==> src/rtl/pwm_multi.sv <==
// pwm_multi: CH-channel PWM on one shared prescaled R-bit counter, duty updates shadowed to the period boundary.
// Optional CENTER_ALIGNED_EN: up/down counter with the boundary at the bottom (cnt reaching 0 while counting down).
module pwm_multi #(
    parameter int R       = 8,
    parameter int CH      = 4,
    parameter int PRESC_W = 8
) (
    input  logic               clk,
    input  logic               reset,
    input  logic               enable,
    input  logic [PRESC_W-1:0] prescale,
    input  logic [CH*R-1:0]    duty,
    input  logic               duty_load,
    output logic [CH-1:0]      pwm_out,
    output logic               period_tick,
    output logic               load_pending
);
    localparam logic [R-1:0] CNT_MAX = '1;
    localparam logic [R-1:0] CNT_ONE = {{(R-1){1'b0}}, 1'b1};
    logic [PRESC_W-1:0] presc_q, presc_d;
    logic [R-1:0]       cnt_q, cnt_d;
    logic [R-1:0]       act_q [CH];
    logic [R-1:0]       act_d [CH];
    logic [R-1:0]       shadow_q [CH];
    logic [R-1:0]       shadow_d [CH];
    logic [CH-1:0]      pwm_q, pwm_d;
    logic               tick_q, tick_d, pend_q, pend_d;
    logic               tick, boundary, apply;
    assign tick         = presc_q >= prescale;
    assign presc_d      = tick ? '0 : presc_q + 1'b1;
    assign apply        = !enable || boundary;
    assign pwm_out      = pwm_q;
    assign period_tick  = tick_q;
    assign load_pending = pend_q;
`ifdef CENTER_ALIGNED_EN
    logic down_q, down_d;
    // Triangle count: turn around at the top, flip back to up on reaching 0; boundary is the step down to 0.
    always_comb begin
        cnt_d    = cnt_q;
        down_d   = down_q;
        boundary = tick && down_q && cnt_q == CNT_ONE;
        if (tick && down_q) begin
            cnt_d  = cnt_q - 1'b1;
            down_d = cnt_q != CNT_ONE;
        end else if (tick) begin
            cnt_d  = cnt_q == CNT_MAX ? CNT_MAX - 1'b1 : cnt_q + 1'b1;
            down_d = cnt_q == CNT_MAX;
        end
    end
    // Direction register; disabled or reset always restarts counting up.
    always_ff @(posedge clk) begin
        down_q <= !reset && enable && down_d;
    end
`else
    // Edge-aligned up-counter; boundary is the wrap from the top back to 0.
    always_comb begin
        cnt_d    = tick ? cnt_q + 1'b1 : cnt_q;
        boundary = tick && cnt_q == CNT_MAX;
    end
`endif
    // Duty shadowing: a load coinciding with an apply point goes straight to the active set.
    always_comb begin
        pend_d = apply ? 1'b0 : pend_q || duty_load;
        tick_d = enable && boundary;
        for (int i = 0; i < CH; i++) begin
            shadow_d[i] = duty_load ? duty[i*R +: R] : shadow_q[i];
            act_d[i]    = !apply ? act_q[i] : duty_load ? duty[i*R +: R] : pend_q ? shadow_q[i] : act_q[i];
            pwm_d[i]    = enable && cnt_q < act_q[i];
        end
    end
    // State update; disabled holds prescaler and counter at 0 while still taking loads.
    always_ff @(posedge clk) begin
        if (reset) begin
            presc_q <= '0;
            cnt_q   <= '0;
            pwm_q   <= '0;
            tick_q  <= 1'b0;
            pend_q  <= 1'b0;
            for (int i = 0; i < CH; i++) begin
                act_q[i]    <= '0;
                shadow_q[i] <= '0;
            end
        end else begin
            presc_q <= enable ? presc_d : '0;
            cnt_q   <= enable ? cnt_d : '0;
            pwm_q   <= pwm_d;
            tick_q  <= tick_d;
            pend_q  <= pend_d;
            for (int i = 0; i < CH; i++) begin
                act_q[i]    <= act_d[i];
                shadow_q[i] <= shadow_d[i];
            end
        end
    end
endmodule

==> config.mk <==
export PLATFORM = sky130hd
export DESIGN_NAME = pwm_multi
export DESIGN_NICKNAME = d
export VERILOG_FILES = /design/src/rtl/pwm_multi.sv
export SDC_FILE = /design/constraint.sdc
export NUM_CORES = 1
export LEC_CHECK = 0
export CAP_MARGIN = 10
export CELL_PAD_IN_SITES_DETAIL_PLACEMENT = 0
export CELL_PAD_IN_SITES_GLOBAL_PLACEMENT = 1
export CORE_ASPECT_RATIO = 1.5
export CORE_MARGIN = 3
export CORE_UTILIZATION = 40
export CTS_CLUSTER_DIAMETER = 100
export DETAILED_ROUTE_END_ITERATION = 12
export PLACE_DENSITY_LB_ADDON = 0.3
export SLEW_MARGIN = 25
export SYNTH_ARGS = -nofsm -noshare
export SYNTH_HDL_FRONTEND = slang
export SYNTH_SLANG_ARGS = --single-unit
==> constraint.sdc <==
create_clock -name clk -period 5.6 [get_ports clk]
set_input_delay 0.56 -clock clk [delete_from_list [all_inputs] [get_ports clk]]
set_output_delay 0.56 -clock clk [all_outputs]
set_load 0.05 [all_outputs]
==> impl_metrics.yaml <==
sta:
  period_share: 0.525
  drv_slew: 0
  setup_viol: 0
  fin_skew_ns: 0.00746
  rsz0062_at_grt: "false"
  setup_ws_ns: 2.66
  layout_min_cycle_time_ns: 2.94
  max_freq_ghz: 0.340
  setup-tns-final_ns: 0
  relSlewSlack: 0.345
  finalHoldViolations: 0
  tightest_slew_ns: 0.982
worst_setup_path:
  worstPathCellList: "clkdlybuf4s50_1 > ha_1 > nand2b_1 > a2111o_1 > nand4_1 > nand3_2 > a221o_1"
  start_kind: "primary input"
  critPathMaxStageDelay_ns: 0.55
  cp_data_required_time_ns: 5.82
  slowest_stage: "a221o_1"
  worstSetupPathType: "in2reg"
  path_max_fanout: 32
  end_kind: "flip-flop"
  cp_data_arrival_time_ns: 3.15
worst_hold_path:
  hp-class: "reg2reg"
detailed_routing:
  dr.pass1.iters: 4
  drt_iter0_markers: 97
  routed_wl_mm: 9.29
  viasPerCell: 5.25
  antenna_left: 0
  num_vias: 3436
  drcViolationCount: 0
  wl_per_cell_um: 14.2
power_and_ir_drop:
  ir_drop_mv: 0.172
  p_leak_nw: 2.30
  power.total_w: 0.00137
  cellPowerDensity_nw_per_um2: 265
place:
  globalplace.congestion: 0.748
  port_buffers: 49
  placed_cells: 638
  post-place-ws_ns: 2.31
  hpwl_mm: 6.55
clock_network:
  cts_buffer_depth: 2
  hold_buffers: 0
  numCtsBuffers: 9
  path_clk_slew_ns: 0.06
  h-tree-depth: 3
  cts_resized: 0
  cts_tree: "done"
  cts_root_buf: "clkbuf_16"
  clock_latency_ns: 0.34
  cts_setup_buffers: 0
  clock-sinks: 86
run_status:
  status: "finished, final reports clean"
global_routing:
  antenna_found_initial: 0
  grt_pass1_wl_mm: 16.3
  grt_util_met3: 0.0340
  grt_max_degree: 40
  grt_pass1_vias: 3502
  grt-busiest-layer: "met2"
  grtUsageMet2: 0.278
  track_usage: 0.160
  grt_use_met1: 0.195
  overflow: 0
floorplan:
  coreArea_um2: 10600
  start_util: 0.413
  die_w_um: 91.7
  dieArea_um2: 12300
  ioPinCount: 50
  die_y_um: 134
  core.rowCount: 46
finish:
  synthToLayoutAreaGrowth_pct: 17.8
  fin_cells: 654
  drive_gt1_frac: 0.0588
  n_fill_cell: 1039
  diodes: 0
  fin_nets: 587
synth:
  synth.top_cells.by_area: "dfxtp_1 39%, ha_1 11%, mux2i_1 7.7%, a221o_1 7.3%, nor3_1 5.1%"
  synth_top_cell_by_area: "dfxtp_1"
  syn_area_per_cell_um2: 9.39
  synthCells: 469
  ys_warn_count: 0
  yosysSeqAreaShare: 0.391
  synth_area_um2: 4400
  synthDominantCellAreaShare: 0.391
  ys_seq_elements: 86
  synth.distinct_cells: 41
  syn_nets: 551
run:
  maxCapViolations: 0
[cell type report]
cell class	count	area, um^2	area share
Clock buffer	12	246	0.0475
Clock inverter	4	22.5	0.00434
Inverter	39	146	0.0282
Multi-Input combinational cell	315	2350	0.453
Sequential cell	86	1720	0.332
Tap cell	144	180	0.0347
Timing Repair Buffer	54	518	0.0999
[worst paths after layout]
| kind | cells past startpoint | from | end | slack (ns) |
|---|---|---|---|---|
| worst max register to register | 7 | presc_q[0] | act_q[1][2] | 2.85 |
| worst max-delay path | 7 | prescale[0] | act_q[1][2] | 2.66 |
| worst min-delay path | 2 | shadow_q[3][6] | shadow_q[3][6] | 0.49 |
| worst min register to register | 2 | shadow_q[3][6] | shadow_q[3][6] | 0.49 |
[critical path, delay by kind of cell]
family,cells,cell delay (ns)
buf+inv,1,0.42
fa+ha+maj,1,0.29
simple gates,3,0.84
compound gates,2,1.03
[flip-flops by register name, summed over array words and instances (netlist names)]
signal	count
shadow_q	32
period_tick	1
act_q	32
pwm_out	4
presc_q	8
cnt_q	8
load_pending	1
[power breakdown]
group	switching, W	internal (W)	leakage [nW]
clock	0.000234	0.000311	0.132
combinational	0.0000868	0.0000810	1.46
sequential	0.0000157	0.000644	0.704
total	0.000337	0.00104	2.30
[routing by layer]
layer	wire length, um	up-vias
met1	4300	1603
met4	144	0
met3	300	12
met2	4540	48
met5	0	-
li1	-	1773
[synthesized netlist by cell type]
library cell and instances:
and3_1 35, and4_2 1, a32oi_2 1, buf_4 1, a211o_1 5, a21boi_0 1, dfxtp_1 86, nand3_1 13
dlygate4sd3_1 2, o21ai_0 8, buf_2 5, a31oi_1 5, nand3_2 1, xor2_1 5, o21ai_1 1, or2b_2 1
nor2b_1 1, a21o_1 8, mux2i_1 34, nor3b_1 1, inv_1 39, a221o_1 32, xnor2_1 2, nor4b_2 1
buf_6 4, a211oi_1 1, ha_1 38, nor2_1 35, a2111o_1 2, nor3_1 45, and2_1 1, a21oi_1 13
nand2b_1 8, dlygate4sd1_1 6, a32o_1 1, clkbuf_1 11, a41o_2 1, nand4_1 2, nand4_2 1, o21a_1 1
nand2_1 10
[cell usage in the layout (no fill, tap or decap), drive strengths merged, types with 5 or more instances in the layout]
cell type	instances
a211o	5
a21o	8
a21oi	13
a221o	32
a31oi	5
and3	35
buf	7
clkbuf	12
clkdlybuf4s50	47
dfxtp	86
ha	38
inv	39
mux2i	34
nand2	10
nand2b	8
nand3	14
nor2	35
nor3	45
o21ai	9
xor2	5
[through the flow]
stage,cell area [um^2],hold slack [ns],util
6_report,5180,0.489,0.487
5_1_grt,5180,0.518,0.487
4_1_cts,5180,0.496,0.487
3_5_place_dp,4920,0.479,0.462
3_3_place_gp,4910,0.475,0.461
2_1_floorplan,4400,0.455,-
[cells by family after synthesis]
kind of cell,share of synthesized area
flip-flops,0.391
XOR/XNOR,0.0139
AO/OA/AOI/OAI,0.147
adder cells (fa/ha/maj),0.108
multiplexers,0.0773
buffers and inverters,0.0767
AND/OR/NAND/NOR,0.186
(Power assumes the default switching activity.)
